<file path="src/rtl/interrupt_service_responder_if.sv">
// Controller <-> responder request/grant/complete bundle.
// master = interrupt controller side, slave = service responder side.
interface interrupt_service_responder_if #(
  parameter int NINTR = 4,
  parameter int CW    = 8
);
  localparam int IDXW = (NINTR > 1) ? $clog2(NINTR) : 1;

  // irq/ack form a level request: ack is only meaningful while irq=1, and the
  // responder answers each accepted grant with a single-cycle done pulse; the
  // controller must drop irq for at least one sampled cycle before re-granting.
  logic             irq;
  logic [NINTR-1:0] ack;
  logic [CW-1:0]    svc_cycles;
  logic             done;
  logic             busy;
  logic [IDXW-1:0]  vec;

  modport master (
    output irq, ack, svc_cycles,
    input  done, busy, vec
  );

  modport slave (
    input  irq, ack, svc_cycles,
    output done, busy, vec
  );
endinterface

</file>
<file path="src/rtl/interrupt_service_responder.sv">
// CPU-side interrupt responder: latches a one-hot grant, emulates a service
// routine of programmable length, pulses done, and tracks preemption/errors.
module interrupt_service_responder #(
  parameter int NINTR   = 4,
  parameter int CW      = 8,
  parameter int CNTW    = 16,
  parameter int HOLD_TO = 15,
  localparam int IDXW   = (NINTR > 1) ? $clog2(NINTR) : 1,
  localparam int HW     = $clog2(HOLD_TO + 1)
) (
  input  logic                          clk,
  input  logic                          reset_n,
  interrupt_service_responder_if.slave  bus,
  input  logic                          err_clr,
  output logic                          dropped,
  output logic [IDXW-1:0]               dropped_vec,
  output logic                          aborted,
  output logic                          err_proto,
  output logic [CNTW-1:0]               serviced_cnt,
  output logic [1:0]                    state_dbg
);

  typedef enum logic [1:0] {
    IDLE    = 2'd0,
    SERVICE = 2'd1,
    DONE    = 2'd2,
    HOLD    = 2'd3
  } state_t;

  state_t           state, state_nx;
  logic [CW-1:0]    cnt, cnt_nx;
  logic [HW-1:0]    hcnt, hcnt_nx;
  logic [NINTR-1:0] ack_q, ack_nx;
  logic [IDXW-1:0]  vec_nx, dvec_nx;
  logic             drop_nx, abort_nx, err_set;

  logic             ack_onehot;
  logic [IDXW-1:0]  ack_idx;
  logic [CW-1:0]    svc_load;

  assign state_dbg = state;

  assign ack_onehot = (bus.ack != '0) && ((bus.ack & (bus.ack - NINTR'(1))) == '0);
  // A zero length is serviced as one cycle.
  assign svc_load   = (bus.svc_cycles == '0) ? '0 : bus.svc_cycles - CW'(1);

  always_comb begin
    ack_idx = '0;
    for (int i = 0; i < NINTR; i++) begin
      if (bus.ack[i]) ack_idx = IDXW'(i);
    end
  end

  always_comb begin
    state_nx = state;
    cnt_nx   = cnt;
    hcnt_nx  = hcnt;
    ack_nx   = ack_q;
    vec_nx   = bus.vec;
    dvec_nx  = dropped_vec;
    drop_nx  = 1'b0;
    abort_nx = 1'b0;
    err_set  = 1'b0;
    case (state)
      IDLE: begin
        if (bus.irq) begin
          if (ack_onehot) begin
            vec_nx   = ack_idx;
            ack_nx   = bus.ack;
            cnt_nx   = svc_load;
            state_nx = SERVICE;
          end else begin
            err_set = 1'b1;
          end
        end
      end
      SERVICE: begin
        if (!bus.irq) begin
          abort_nx = 1'b1;
          state_nx = IDLE;
        end else if (ack_onehot && (bus.ack != ack_q)) begin
          // Higher-priority grant: restart the routine for the new source.
          drop_nx = 1'b1;
          dvec_nx = bus.vec;
          vec_nx  = ack_idx;
          ack_nx  = bus.ack;
          cnt_nx  = svc_load;
        end else begin
          if (!ack_onehot) err_set = 1'b1;
          if (cnt == '0) state_nx = DONE;
          else           cnt_nx   = cnt - CW'(1);
        end
      end
      DONE: begin
        hcnt_nx  = '0;
        state_nx = HOLD;
      end
      HOLD: begin
        if (!bus.irq) begin
          state_nx = IDLE;
        end else if (hcnt == HW'(HOLD_TO - 1)) begin
          err_set  = 1'b1;
          state_nx = IDLE;
        end else begin
          hcnt_nx = hcnt + HW'(1);
        end
      end
      default: state_nx = IDLE;
    endcase
  end

  always_ff @(posedge clk or negedge reset_n) begin
    if (!reset_n) begin
      state        <= IDLE;
      cnt          <= '0;
      hcnt         <= '0;
      ack_q        <= '0;
      bus.vec      <= '0;
      bus.done     <= 1'b0;
      bus.busy     <= 1'b0;
      dropped      <= 1'b0;
      dropped_vec  <= '0;
      aborted      <= 1'b0;
      err_proto    <= 1'b0;
      serviced_cnt <= '0;
    end else begin
      state       <= state_nx;
      cnt         <= cnt_nx;
      hcnt        <= hcnt_nx;
      ack_q       <= ack_nx;
      bus.vec     <= vec_nx;
      bus.done    <= (state_nx == DONE);
      bus.busy    <= (state_nx != IDLE);
      dropped     <= drop_nx;
      dropped_vec <= dvec_nx;
      aborted     <= abort_nx;
      // A new error in the same cycle as err_clr keeps the flag set.
      err_proto   <= (err_proto & ~err_clr) | err_set;
      if ((state_nx == DONE) && (serviced_cnt != '1))
        serviced_cnt <= serviced_cnt + CNTW'(1);
    end
  end

endmodule
</file>
<file path="src/flat_wrapper.sv">
// flat-port wrapper written by rule: the top's interface ports become plain ports
module interrupt_service_responder_flat 
#(
  parameter int NINTR   = 4,
  parameter int CW      = 8,
  parameter int CNTW    = 16,
  parameter int HOLD_TO = 15,
  localparam int IDXW   = (NINTR > 1) ? $clog2(NINTR) : 1,
  localparam int HW     = $clog2(HOLD_TO + 1)
)
  (clk, reset_n, err_clr, dropped, dropped_vec, aborted, err_proto, serviced_cnt, state_dbg, bus_irq, bus_ack, bus_svc_cycles, bus_done, bus_busy, bus_vec);
  interrupt_service_responder_if #(.NINTR(NINTR), .CW(CW)) bus_i ();
  input  logic clk;
  input  logic reset_n;
  input  logic err_clr;
  output logic dropped;
  output logic [IDXW-1:0] dropped_vec;
  output logic aborted;
  output logic err_proto;
  output logic [CNTW-1:0] serviced_cnt;
  output logic [1:0] state_dbg;
  input wire logic [$bits(bus_i.irq)-1:0] bus_irq;
  input wire logic [$bits(bus_i.ack)-1:0] bus_ack;
  input wire logic [$bits(bus_i.svc_cycles)-1:0] bus_svc_cycles;
  output wire logic [$bits(bus_i.done)-1:0] bus_done;
  output wire logic [$bits(bus_i.busy)-1:0] bus_busy;
  output wire logic [$bits(bus_i.vec)-1:0] bus_vec;
  assign bus_i.irq = bus_irq;
  assign bus_i.ack = bus_ack;
  assign bus_i.svc_cycles = bus_svc_cycles;
  assign bus_done = bus_i.done;
  assign bus_busy = bus_i.busy;
  assign bus_vec = bus_i.vec;
  interrupt_service_responder #(.NINTR(NINTR), .CW(CW), .CNTW(CNTW), .HOLD_TO(HOLD_TO)) u_core (.clk(clk), .reset_n(reset_n), .bus(bus_i), .err_clr(err_clr), .dropped(dropped), .dropped_vec(dropped_vec), .aborted(aborted), .err_proto(err_proto), .serviced_cnt(serviced_cnt), .state_dbg(state_dbg));
endmodule
</file>
<file path="config.mk">
export PLATFORM = sky130hd
export DESIGN_NAME = interrupt_service_responder_flat
export DESIGN_NICKNAME = d
export VERILOG_FILES = /design/src/rtl/interrupt_service_responder_if.sv /design/src/rtl/interrupt_service_responder.sv /design/src/flat_wrapper.sv
export SDC_FILE = /design/constraint.sdc
export NUM_CORES = 1
export LEC_CHECK = 0
export CAP_MARGIN = 40
export CORE_ASPECT_RATIO = 1.2
export CORE_MARGIN = 4
export CORE_UTILIZATION = 53
export DETAILED_ROUTE_END_ITERATION = 10
export GPL_ROUTABILITY_DRIVEN = 0
export PLACE_DENSITY = 0.76
export SKIP_CTS_REPAIR_TIMING = 1
export SLEW_MARGIN = 20
export SYNTH_ARGS = -nofsm -noshare
export SYNTH_HDL_FRONTEND = slang
export SYNTH_SLANG_ARGS = --single-unit
</file>
<file path="constraint.sdc">
create_clock -name clk -period 3.28 [get_ports clk]
set_input_delay 0.492 -clock clk [delete_from_list [all_inputs] [get_ports clk]]
set_output_delay 0.492 -clock clk [all_outputs]
set_load 0.02 [all_outputs]
</file>
### Word level (Yosys, flattened, before mapping)

Index checks and enable logic that the tools add are counted.

| word-level totals | value |
|---|---|
| bits in registers | 43 |
| memories kept | 0 |
| bits in writable memories | 0 |
| bits in read-only memories | 0 |
| output and inout port bits | 27 |
| bits in latches | 0 |
| word-level logic and storage cells | 93 |
| input port bits | 16 |

| cells by class | value |
|---|---|
| reduce and logical (&&, ||, !) cells | 15 |
| multiply operators | 0 |
| $lt $le $gt $ge | 0 |
| equality and inequality tests | 14 |
| div/mod/pow operators | 0 |
| mux-type cells | 43 |
| shift operators | 0 |
| add/sub/neg operators | 5 |
| bitwise logic cells | 4 |

Operators by type and width:

| cell | number |
|---|---|
| $mux 8 | 6 |
| $mux 2 | 13 |
| $mux 4 | 6 |
| $add 16x1->16 const B | 1 |
| $logic_not 8->1 | 2 |
| $ne 16x16->1 const B | 1 |
| $pmux 4 s2 | 2 |
| $pmux 8 s2 | 1 |
| $sub 8x1->8 const B | 2 |
| $mux 1 | 12 |
| $reduce_and 5->1 | 2 |
| $ne 2x2->1 const B | 4 |
| $pmux 2 s4 | 1 |
| $eq 2x2->1 const B | 3 |
| $reduce_and 3->1 | 2 |
| $reduce_bool 2->1 | 3 |
| $add 4x1->4 const B | 1 |
| $and 4x4->4 | 1 |
| $eq 4x4->1 const B | 1 |
| $logic_not 4->1 | 1 |
| $ne 2x1->1 const B | 2 |
| $ne 4x4->1 | 1 |
| $pmux 2 s2 | 1 |
| $reduce_bool 4->1 | 1 |
| 9 further kinds | 11 |

### Longest topological paths before layout

Gate-level depths: netlist of the first run.

| depth | value |
|---|---|
| word-level depth | 10 |
| depth in mapped cells | 8 |
| gate-level depth less buffers | 7 |

### Least setup slack after synthesis of the first run

No wires, ideal clock.

| path | value |
|---|---|
| path kind | input to register |
| start | input port bus_ack[3] |
| end | register u_core.ack_q[0] |
| required time | 3.155 ns |
| path buffers | 2 |
| data arrival time | 2.331 ns |
| stages | 7 |
| setup time | 0.125 ns |
| setup slack | 0.824 ns |
| cells stage by stage | clkbuf_1 > or4b_2 > o311a_1 > a21oi_1 > and2_1 > buf_2 > mux2_2 |

| on the way | value |
|---|---|
| longest elaborated chain between the ends | 7 |
| elaborated cells between the ends (all ways) | 10 |
| those cells by class | 1 x add/sub; 3 x eq/ne; 1 x bitwise; 5 x reduce/logical |

RTL lines:

| what | RTL line | RTL |
|---|---|---|
| start: declaration | flat_wrapper.sv:23 | `input wire logic [$bits(bus_i.ack)-1:0] bus_ack;` |
| $sub 4x1->4 | interrupt_service_responder.sv:43 | `assign ack_onehot = (bus.ack != '0) && ((bus.ack & (bus.ack - NINTR'(1))) == '0);` |
| $and 4x4->4 | interrupt_service_responder.sv:43 |  |
| $logic_not 4->1 | interrupt_service_responder.sv:43 |  |
| $logic_and 1x1->1 | interrupt_service_responder.sv:43 |  |
| $logic_and 1x1->1 | interrupt_service_responder.sv:81 | `end else if (ack_onehot && (bus.ack != ack_q)) begin` |
| $ne 2x1->1 (no source line) | -- |  |
| $reduce_and 5->1 (no source line) (*) | -- |  |
| end signal: assignment | interrupt_service_responder.sv:130 | `ack_q <= ack_nx;` |
| end: declaration | interrupt_service_responder.sv:33 | `logic [NINTR-1:0] ack_q, ack_nx;` |

Mark *: on every way between the ends. The rest lies on a longest branch, timed or not.
A chain may end at the register's enable or synchronous reset.

### Worst setup path in the final report of the first run

| path | value |
|---|---|
| start | input port bus_ack[1] |
| end | register u_core.cnt[6] |

| on the way | value |
|---|---|
| longest elaborated chain between the ends | 8 |
| elaborated cells between the ends (all ways) | 13 |
| those cells by class | 1 x add/sub; 3 x eq/ne; 3 x mux; 1 x bitwise; 5 x reduce/logical |

RTL lines:

| what | RTL line | RTL |
|---|---|---|
| $sub 4x1->4 | interrupt_service_responder.sv:43 |  |
| $and 4x4->4 | interrupt_service_responder.sv:43 |  |
| $logic_not 4->1 | interrupt_service_responder.sv:43 |  |
| $logic_and 1x1->1 | interrupt_service_responder.sv:43 |  |
| $logic_and 1x1->1 | interrupt_service_responder.sv:81 |  |
| $mux 8 | interrupt_service_responder.sv:81 |  |
| $mux 8 | interrupt_service_responder.sv:78 | `if (!bus.irq) begin` |
| $pmux 8 s2 | interrupt_service_responder.sv:64 | `case (state)` |
| end signal: assignment | interrupt_service_responder.sv:128 | `cnt <= cnt_nx;` |
| end: declaration | interrupt_service_responder.sv:31 | `logic [CW-1:0] cnt, cnt_nx;` |

Several ways; a longest one is shown, not always the timed one. The select of a mux whose other input is x is not followed.

==> impl_results.md, run 1 <==
- Post-DP HPWL: 3710 um
- Switching Fraction: roughly 28%
- Sw power: between 0.0004 and 0.0005 W
- Startpoint types: input port
- WP buf/inv: 1
- Unrepaired setup endpoints after global routing: no
- Num CTS Buffers: 5
- Drt initial violations: 124
- Top post-synthesis cells by area: dfrtp_1 (43%), xnor2_1 (5.9%), mux2_2 (2.7%)
- Synth warnings: 0
- Setup TNS: 0 ns
- Placeable Area: around 0.0046 mm2
- Drt total wl: approximately 5000 um
- Fmax achieved: roughly 360 MHz
- Async SR Flop Fraction: 100%
- GRT overflow: 0
- Flop pwr share: between 40% and 50%
- Synthesized instance count: around 250
- Number of diodes: 0
- Drt drc: 0
- Required @ worst endpoint: 3.45 ns
- CTS tree: yes
- CP max FO: 11
- DIE WIDTH: ~71 um
- Seq cells post-synth: 43
- Commonest cells in the netlist: dfrtp_1 (43), xnor2_1 (17), inv_1 (15), nand2_1 (15), nor2_1 (13)
- Share of layout cells above drive strength 1: roughly an eighth
- CTS max path bufs: 2
- P&R area growth vs syn: 23.7%
- Clock power share: between 30% and 40%
- Final net count: around 310
- Max-cap violations: 0
- Num rows: 27
- Min cycle time layout: 2.82 ns
- # clock sinks: between 40 and 50
- Hold/Removal Path Class: input port to asynchronous set/reset pin
- Most frequent cell after synthesis: dfrtp_1
- WL per Instance: 14.0 um
- Register clock-pin slew on the reported worst setup and hold paths: approximately 0.080 ns
- Predominant post-synthesis flop cell: dfrtp_1
- Internal power: roughly 0.0011 W
- Final Hold Vio Count: 0
- DR vias: around 2000
- Via density: just under 6
- First-pass GRT wire length: slightly below 9000 um
- Leakage: 1.34 nW
- Slew HR: about 67%
- Post-synthesis compound-gate area fraction: 13.9%
- Total Routing Usage GR: between 15 and 20%
- CP top delay family: simple AND/OR/NAND/NOR gates
- ANT nets after route: 0
- Worst path slowest cell: or4_1
- Max-slew violations: 0
- Tcrit/Tclk final: between 80% and 90%
- CTS root buf: clkbuf_8
- Die Y: between 80 and 90 um
- Status: finished, final reports clean
- Sequential area share after synthesis: between 40% and 50%
- Max VDD drop: 0.367 mV
- Critical Path End Type: flip-flop
- Leading area contributor after synthesis: dfrtp_1
- Number of H-tree levels: 2
- Full die area: ~0.006 mm2
- Mux share of post-synthesis cell area: under 10%
- Final setup viols: 0
- Post-Synth Adder-Cell Area: approximately 2.5%
- Post-Syn Area: 0.00252 mm2
- Overall power: ~0.0015 W
- Initial antenna violation count: 0
- Number of global-route vias before repair: 1996
- Number of synthesized flops with an enable pin: 0
- # IOs: between 40 and 50
- Initial Util: about 55%
- Critical path class: input port to flip-flop
- Post-Synth XOR/XNOR Area: under 10%
- Synth unique cells: 59
- DR pass1 iterations: 4
- Clock Skew: between 0.01 and 0.015 ns
- Buffers on Ports: 42
- Post-synthesis simple-gate area fraction: 22.4%
- Mean Syn Cell Area: 10.0 um2
- Largest family of logic cells by synthesized area: simple AND/OR/NAND/NOR gates
- Share of the synthesized area in the top cell type: 42.7%
- Largest net degree at the start of global routing: 25
- Clock Latency Late Sink: 0.29 ns
- Combinational power share: a little under a quarter
- Crit path cell chain: clkdlybuf4s50_1 > xor2_1 > or4_1 > a211o_1 > and2_0 > a32o_1
- CP arrival: 2.99 ns
- Post-synth net total: roughly 270
- Crit-path max cell delay: about 0.66 ns
- Slew @ Worst Pin: around 0.5 ns
- Cell Pwr Density: a little under 500 mW/mm2
## sequential cells by signal, summed over array words and instances (netlist names)
register,flops
u_core.serviced_cnt,16
u_core.dropped_vec,2
u_core.bus.busy,1
u_core.aborted,1
u_core.ack_q,4
u_core.hcnt,4
u_core.state_dbg,2
u_core.dropped,1
u_core.cnt,8
u_core.bus.vec,2
u_core.bus.done,1
u_core.err_proto,1
## cell type report
type | instances | area (um2)
Clock buffer | 6 | 72.6
Clock inverter | 2 | 60.1
Fill cell | 403 | 1470
Inverter | 15 | 56.3
Multi-Input combinational cell | 182 | 1320
Sequential cell | 43 | 1080
Tap cell | 58 | 72.6
Timing Repair Buffer | 46 | 465
## power groups by stage
| stage | Combinational, W | Clock (W) | Sequential (W) |
|---|---|---|---|
| 2_1_floorplan | 0.000200 | 0 | 0.000708 |
| 3_3_place_gp | 0.000350 | 0 | 0.000685 |
| 3_5_place_dp | 0.000362 | 0 | 0.000687 |
| 4_1_cts | 0.000366 | 0.000491 | 0.000677 |
| 5_1_grt | 0.000401 | 0.000511 | 0.000693 |
| 6_report | 0.000362 | 0.000479 | 0.000679 |
## metal layers
metal	track usage, %	routed length [um]	vias up
met2	32.6	2630	35
met4	4.96	60	0
met1	20.2	2050	989
met3	3.73	177	9
li1	-	-	997
met5	0	0	-
## path summary, 6_finish.rpt
kind | from | end | slack (ns) | depth (start not counted)
setup / recovery | bus_ack[1] | u_core.cnt[6]$_DFFE_PN0P_ | 0.46 | 6
hold / removal | reset_n | u_core.hcnt[2]$_DFFE_PN0P_ | 0.15 | 1
setup reg to reg | u_core.cnt[0]$_DFFE_PN0P_ | u_core.cnt[6]$_DFFE_PN0P_ | 0.51 | 7
hold reg to reg | u_core.serviced_cnt[15]$_DFFE_PN0P_ | u_core.serviced_cnt[15]$_DFFE_PN0P_ | 0.49 | 1
max in group asynchronous | reset_n | u_core.serviced_cnt[4]$_DFFE_PN0P_ | 2.64 | 2
min in group clk | u_core.serviced_cnt[15]$_DFFE_PN0P_ | u_core.serviced_cnt[15]$_DFFE_PN0P_ | 0.49 | 1
## per-stage QoR
stage	hold WS [ns]	utilization [%]	worst slack, ns	instances	instance area [um2]
floorplan	0.196	-	0.824	252	2520
global placement	0.476	64.4	0.242	343	2960
detailed placement	0.485	65.0	0.200	344	2990
CTS	0.165	67.9	0.494	352	3120
global route	0.175	67.9	0.368	352	3120
finish	0.154	67.9	0.464	352	3120
## kinds of logic (layout without fill, tap and decap cells)
family	count (synthesis)	after routing
adders and majority gates	5	5
buffers and inverters	27	69
AOI/OAI and AO/OA	45	45
xor gates and xnor gates	21	21
DFF	43	43
and+or+nand+nor	97	97
muxes	14	14
## placed cells by master (no fill, tap or decap), types with 8 or more instances in the layout
master,synthesis,routed
dfrtp_1,43,43
clkdlybuf4s50_1,0,41
xnor2_1,17,17
inv_1,15,15
nand2_1,15,15
nor2_1,13,13
nand3_1,12,12
nor3_1,10,10
and3_1,9,9
a21oi_1,8,8
(Power assumes the default switching activity.)
==> run 2, diff against run 1 <==
--- a/config.mk
+++ b/config.mk
@@ -8,10 +8,11 @@
 export CAP_MARGIN = 40
 export CORE_ASPECT_RATIO = 1.2
 export CORE_MARGIN = 4
-export CORE_UTILIZATION = 53
+export CORE_UTILIZATION = 48
 export DETAILED_ROUTE_END_ITERATION = 10
 export GPL_ROUTABILITY_DRIVEN = 0
-export PLACE_DENSITY = 0.76
+export PLACE_DENSITY = 0.72
+export RECOVER_POWER = 100
 export SKIP_CTS_REPAIR_TIMING = 1
 export SLEW_MARGIN = 20
 export SYNTH_ARGS = -nofsm -noshare
==> constraint.sdc (replaced) <==
create_clock -name clk -period 2.5 [get_ports clk]
set_input_delay 0.375 -clock clk [delete_from_list [all_inputs] [get_ports clk]]
set_output_delay 0.375 -clock clk [all_outputs]
set_load 0.02 [all_outputs]
==> run 2 against run 1 <==
Clock-buffer cell count did not move. Sequential power increased by 30%. Register-to-register slack worse by 0.44 ns. Routed wire length increased by 9.8%. Core utilization is 1.0 points higher. First-iteration DRC count is 22% higher. Non-clock buffer count rose by 40.
==> impl_results.md, run 2 (synthesis gave the netlist of run 1 again) <==
- Required @ worst endpoint: 2.69 ns (-0.76 ns)
- Clock Latency Late Sink: 0.30 ns (about the same)
- Critical Path End Type: flip-flop
- Max-cap violations: 0 (unchanged)
- Hold endpoint: u_core.serviced_cnt[9]$_DFFE_PN0P_
- Post-DP HPWL: 3970 um (+6.8%)
- WL per Instance: 13.7 um (-1.9%)
- Full die area: 0.00648 mm2 (+9.3%)
- CTS tree: yes
- Leakage: 1.61 nW (+20%)
- Largest register FFs: 16 (unchanged)
- Setup TNS: 0 ns (unchanged)
- Min-Delay Path Depth: 1
- Final Hold Vio Count: 0 (unchanged)
- Die Y: 87.4 um (+4.6%)
- Number of global-route vias before repair: 2077 (+4.1%)
- DIE WIDTH: 74.2 um (+4.5%)
- Overall power: 0.00207 W (+36%)
- Final setup viols: 0 (unchanged)
- Hold/Removal Path Class: flip-flop to flip-flop
- CTS root buf: clkbuf_8
- Buffers on Ports: 42 (unchanged)
- Drt total wl: 5410 um (+9.8%)
- P&R area growth vs syn: 36.9%
- Initial Util: 50.3% (-4.6 points)
- # clock sinks: 43 (unchanged)
- CP arrival: 2.61 ns (-0.38 ns)
- Share of layout cells above drive strength 1: 23.1% (+11 points)
- Number of diodes: 0 (unchanged)
- Initial antenna violation count: 0 (unchanged)
- Worst Min Path Start: u_core.serviced_cnt[9]$_DFFE_PN0P_
- Worst r2r src: u_core.cnt[0]$_DFFE_PN0P_
- Fmax achieved: about 410 MHz
- Cell Pwr Density: 598 mW/mm2 (+23%)
- GRT overflow: 0 (unchanged)
- First-pass GRT wire length: 8880 um (+2.6%)
- Commonest non-fill, non-tap cell in the layout: dfrtp_1
- Final net count: 354 (+13%)
- Worst flop-to-flop path endpoint: u_core.serviced_cnt[10]$_DFFE_PN0P_
- Max-slew violations: 0 (unchanged)
- DR pass1 iterations: 7 (+3)
- ANT nets after route: 0 (unchanged)
- DR vias: 2152 (+6.0%)
- Startpoint types: flip-flop
- R2R setup slack: 0.07 ns (-0.44 ns)
- Setup ws final: 0.0750 ns (-0.389 ns)
- Min cycle time layout: roughly 2.4 ns
- Most frequent cells in the layout: dfrtp_1 (43), buf_4 (38), dlygate4sd3_1 (28), xnor2_1 (17), nand2_1 (15)
- FILL cells: 406 (+0.74%)
- DP Worst Slack: -0.358 ns (-0.558 ns)
- R2R cell count: 9 (+2)
- Slew @ Worst Pin: 0.767 ns (+0.267 ns)
- Max VDD drop: 0.309 mV (-16%)
- # IOs: 43 (unchanged)
- Num CTS Buffers: 5 (unchanged)
- Num rows: 28 (+3.7%)
- Via density: 5.46 (-5.3%)
- Slew HR: 48.8% (-18 points)
- CTS max path bufs: 2 (unchanged)
- Top reg by flops: u_core.serviced_cnt
- Tcrit/Tclk final: a little over nine tenths
- Number of H-tree levels: 2 (unchanged)
- Clock Skew: 0.00812 ns (-0.00258 ns)
- CP max FO: 7 (-4)
- Drt initial violations: 151 (+22%)
- Largest net degree at the start of global routing: 32 (+28%)
- Status: finished, final reports clean
- Drt drc: 0 (unchanged)
- Register clock-pin slew on the reported worst setup and hold paths: 0.08 ns (about the same)
- Critical path class: flip-flop to flip-flop
- Total Routing Usage GR: 17.2% (-0.51 points)
- Regs by FF count: u_core.serviced_cnt: 16 flops, u_core.cnt: 8 flops
- Placeable Area: 0.00501 mm2 (+9.0%)
==> run 2: changes by cell type in the layout (fill, tap and decap cells not counted), moves of 2 or more <==
cell / before / now
buf_4: 3 / 38
clkdlybuf4s50_1: 41 / 13
dlygate4sd3_1: 0 / 28
and2_1: 2 / 0
clkbuf_1: 1 / 3
==> run 2: per-stage QoR <==
| step | cell area (um2) | std cells | hold slack, ns | utilization (%) |
|---|---|---|---|---|
| 2_1_floorplan | 2520 | 252 | 0.0794 | - |
| 3_3_place_gp | 3220 | 378 | 0.478 | 64.3 |
| 3_5_place_dp | 3240 | 379 | 0.294 | 64.7 |
| 4_1_cts | 3380 | 387 | -0.0361 | 67.4 |
| 5_1_grt | 3450 | 394 | 0.518 | 68.9 |
| 6_report | 3450 | 394 | 0.488 | 68.9 |
==> run 2: routing by layer <==
metal,global-route usage [%],up-vias,wire length [um]
met1,20.5,1023,2350
li1,-,1075,-
met2,29.7,46,2750
met5,0,-,0
met3,3.58,8,232
met4,6.75,0,75
==> run 2: worst max path at each step <==
| stage | to | cells after the start | slack, ns | start |
|---|---|---|---|---|
| after floorplan | u_core.serviced_cnt[1]$_DFFE_PN0P_ | 7 | 0.04 | u_core.cnt[0]$_DFFE_PN0P_ |
| after global placement | u_core.cnt[4]$_DFFE_PN0P_ | 6 | -0.31 | bus_ack[1] |
| after detailed placement | u_core.cnt[6]$_DFFE_PN0P_ | 6 | -0.36 | bus_ack[1] |
| after CTS | u_core.cnt[6]$_DFFE_PN0P_ | 7 | -0.06 | u_core.cnt[0]$_DFFE_PN0P_ |
| after global routing | u_core.serviced_cnt[8]$_DFFE_PN0P_ | 9 | -0.02 | u_core.cnt[0]$_DFFE_PN0P_ |
| final | u_core.serviced_cnt[10]$_DFFE_PN0P_ | 9 | 0.07 | u_core.cnt[0]$_DFFE_PN0P_ |
==> run 2: power breakdown <==
group          total [W]  switching (W)  internal [W]  leakage (nW)
clock           0.000638       0.000239      0.000399        0.0654
sequential      0.000884      0.0000827      0.000801         0.542
combinational   0.000545       0.000259      0.000286         0.999
total            0.00207       0.000580       0.00149          1.61
==> run 2: worst max-delay path: stages, from the launching register on <==
cell and delay [ns]:
dfrtp_1 0.39, inv_2 0.06, ha_2 0.17, or4b_4 0.46, or4_4 0.46, a211oi_4 0.24
buf_4 0.18, clkbuf_16 0.14, nand4_1 0.09, xnor2_1 0.13
==> run 2: final cells by class <==
class                   count  area, um2  share of cell area [%]
clock inverters             2       60.1                    1.74
multi-input cells         182       1340                    38.7
flip-flops and latches     43       1080                    31.2
clock buffers               6       72.6                    2.10
repair buffers             86        777                    22.5
well taps                  60       75.1                    2.17
inverters                  15       56.3                    1.63
==> run 3, diff against run 2 <==
--- a/config.mk
+++ b/config.mk
@@ -7,7 +7,7 @@
 export LEC_CHECK = 0
 export CAP_MARGIN = 40
 export CORE_ASPECT_RATIO = 1.2
-export CORE_MARGIN = 4
+export CORE_MARGIN = 2
 export CORE_UTILIZATION = 48
 export DETAILED_ROUTE_END_ITERATION = 10
 export GPL_ROUTABILITY_DRIVEN = 0
==> constraint.sdc (replaced) <==
create_clock -name clk -period 2.2 [get_ports clk]
set_input_delay 0.33 -clock clk [delete_from_list [all_inputs] [get_ports clk]]
set_output_delay 0.33 -clock clk [all_outputs]
set_load 0.02 [all_outputs]
==> run 3 against run 2 <==
The flow now finishes with violations (setup timing). Global-route usage is 2.7 points higher. Largest cell class unchanged. Die area shrank 9.7%. Critical path type unchanged. Highest routed layer unchanged. Clock-buffer cell count did not move. Largest power group unchanged.
==> impl_results.md, run 3 (synthesis gave the netlist of run 1 again) <==
- Number of diodes: 0 (unchanged)
- Crit-path max cell delay: 0.46 ns (about the same)
- Num rows: 28 (unchanged)
- P&R area growth vs syn: 40.3%
- Failing checks: setup timing
- Max-cap violations: 0 (unchanged)
- CTS tree: yes
- Worst path slowest cell: or4b_4
- Setup ws final: -0.177 ns (-0.252 ns)
- Max VDD drop: 0.382 mV (+23%)
- Final net count: 358 (+1.1%)
- Post-route core utilization: 70.7% (+1.7 points)
- Regs by FF count: u_core.serviced_cnt: 16 flops, u_core.cnt: 8 flops
- Critical path class: flip-flop to flip-flop
- Number of H-tree levels: 2 (unchanged)
- Drt drc: 0 (unchanged)
- Hold/Removal Path Class: input port to asynchronous set/reset pin
- Num CTS Buffers: 5 (unchanged)
- Placeable Area: 0.00501 mm2 (unchanged)
- WL per Instance: 14.1 um (+3.1%)
- Register clock-pin slew on the reported worst setup and hold paths: 0.08 ns (about the same)
- Total Routing Usage GR: 19.8% (+2.7 points)
- CTS max path bufs: 2 (unchanged)
- Tcrit/Tclk final: 108% (+11 points)
- Clock Skew: 0.00908 ns (+0.000969 ns)
- Final setup viols: 23 (+23)
- Unrepaired setup endpoints after global routing: yes
- Via density: 5.58 (+2.2%)
- Slew HR: 28.1% (-21 points)
- Drt initial violations: 147 (-2.6%)
- Overall power: 0.00219 W (+6.1%)
- Top reg by flops: u_core.serviced_cnt
- Share of layout cells above drive strength 1: 28.8% (+5.7 points)
- Status: complete, but fails checks
- Slew @ Worst Pin: 1.08 ns (+0.310 ns)
- CTS root buf: clkbuf_8
- Largest net degree at the start of global routing: 44 (+38%)
- Critical Path End Type: flip-flop
- ANT nets after route: 0 (unchanged)
- Startpoint types: flip-flop
- Most frequent cells in the layout: dfrtp_1 (43), buf_4 (41), dlygate4sd3_1 (24), xnor2_1 (17), nand2_1 (14)
- Cell Pwr Density: 620 mW/mm2 (+3.5%)
- Number of global-route vias before repair: 2135 (+2.8%)
- CP max FO: 9 (+2)
- Full die area: 0.00585 mm2 (-9.7%)
- DIE WIDTH: 70.2 um (-5.4%)
- Fmax achieved: 421 MHz (+2.0%)
- DR pass1 iterations: 4 (-3)
- Largest register FFs: 16 (unchanged)
- Final Hold Vio Count: 0 (unchanged)
- # clock sinks: 43 (unchanged)
- Max-slew violations: 0 (unchanged)
- Commonest non-fill, non-tap cell in the layout: dfrtp_1
- Drt total wl: 5620 um (+3.8%)
- Hold Slack: 0.303 ns (-0.185 ns)
- First-pass GRT wire length: 9610 um (+8.2%)
- Required @ worst endpoint: 2.39 ns (-0.30 ns)
- Clock Latency Late Sink: 0.30 ns (about the same)
- Min cycle time layout: 2.38 ns (-0.0479 ns)
- Post-DP HPWL: 4140 um (+4.4%)
- Crit path cell chain: inv_2 > ha_4 > or4b_4 > or4_4 > a211oi_4 > buf_12 > nand3_2 > mux2_4
- CP arrival: 2.57 ns (-0.04 ns)
- Buffers on Ports: 42 (unchanged)
- Die Y: 83.4 um (-4.6%)
- Initial antenna violation count: 0 (unchanged)
- Initial Util: 50.3% (unchanged)
- Leakage: 1.63 nW (+1.4%)
- # IOs: 43 (unchanged)
- DR vias: 2216 (+3.0%)
- GRT overflow: 0 (unchanged)
==> run 3: cell count changes in the layout (fill, tap and decap cells not counted), sizes merged <==
cell and delta:
bufinv -2, buf +7, dlymetal6s2s +2, dlygate4sd3 -4, clkbuf -1, clkinv +1
==> run 3: final cells by class <==
cell class | instances | area (um2)
clock buffer | 6 | 82.6
clock inverter | 1 | 5.00
fill | 396 | 1470
timing repair buffer | 90 | 807
multi-input combinational | 182 | 1440
inverter | 15 | 56.3
tap | 60 | 75.1
sequential | 43 | 1080
==> run 3: final timing paths <==
path	slack [ns]	depth (start not counted)	from	endpoint
min	0.30	2	reset_n	u_core.serviced_cnt[14]$_DFFE_PN0P_
max reg2reg	-0.18	8	u_core.cnt[0]$_DFFE_PN0P_	u_core.serviced_cnt[12]$_DFFE_PN0P_
min reg2reg	0.49	1	u_core.serviced_cnt[15]$_DFFE_PN0P_	u_core.serviced_cnt[15]$_DFFE_PN0P_
max in group asynchronous	1.24	2	reset_n	u_core.cnt[3]$_DFFE_PN0P_
max	-0.18	8	u_core.cnt[0]$_DFFE_PN0P_	u_core.serviced_cnt[12]$_DFFE_PN0P_
min in group clk	0.42	2	bus_ack[0]	u_core.ack_q[0]$_DFFE_PN0P_
==> run 3: power breakdown <==
part	leakage (nW)	switching, W	internal [W]
combinational	1.04	0.000320	0.000358
sequential	0.542	0.0000949	0.000910
clock	0.0470	0.000264	0.000247
total	1.63	0.000679	0.00151
==> run 3: metrics by stage <==
stage | setup slack [ns] | instance area, um2 | std cells | TNS [ns]
2_1_floorplan | -0.181 | 2570 | 252 | -2.44
3_3_place_gp | -0.536 | 3350 | 387 | -15.10
3_5_place_dp | -0.542 | 3350 | 387 | -15.91
4_1_cts | -0.272 | 3440 | 394 | -5.75
5_1_grt | -0.234 | 3540 | 397 | -4.19
6_report | -0.177 | 3540 | 397 | -2.61
==> run 3: metal layers <==
metal  GRT usage [%]  vias to the layer above  routed length, um  part of all wire (%)
met4            5.42                        0                 61                   1.1
met1            25.9                     1099               2540                    45
met2            33.4                       29               2870                    51
met5               0                        -                  0                     0
met3            3.76                        6                145                   2.6
li1                -                     1082                  -                     -
==> run 3: critical path: cells and delay by family, from the launching register on <==
| family | cells | cell delay (ns) |
|---|---|---|
| AOI/OAI and AO/OA | 1 | 0.21 |
| and+or+nand+nor | 3 | 1.00 |
| DFF | 1 | 0.39 |
| muxes | 1 | 0.29 |
| buffers and inverters | 2 | 0.25 |
| adders and majority gates | 1 | 0.13 |
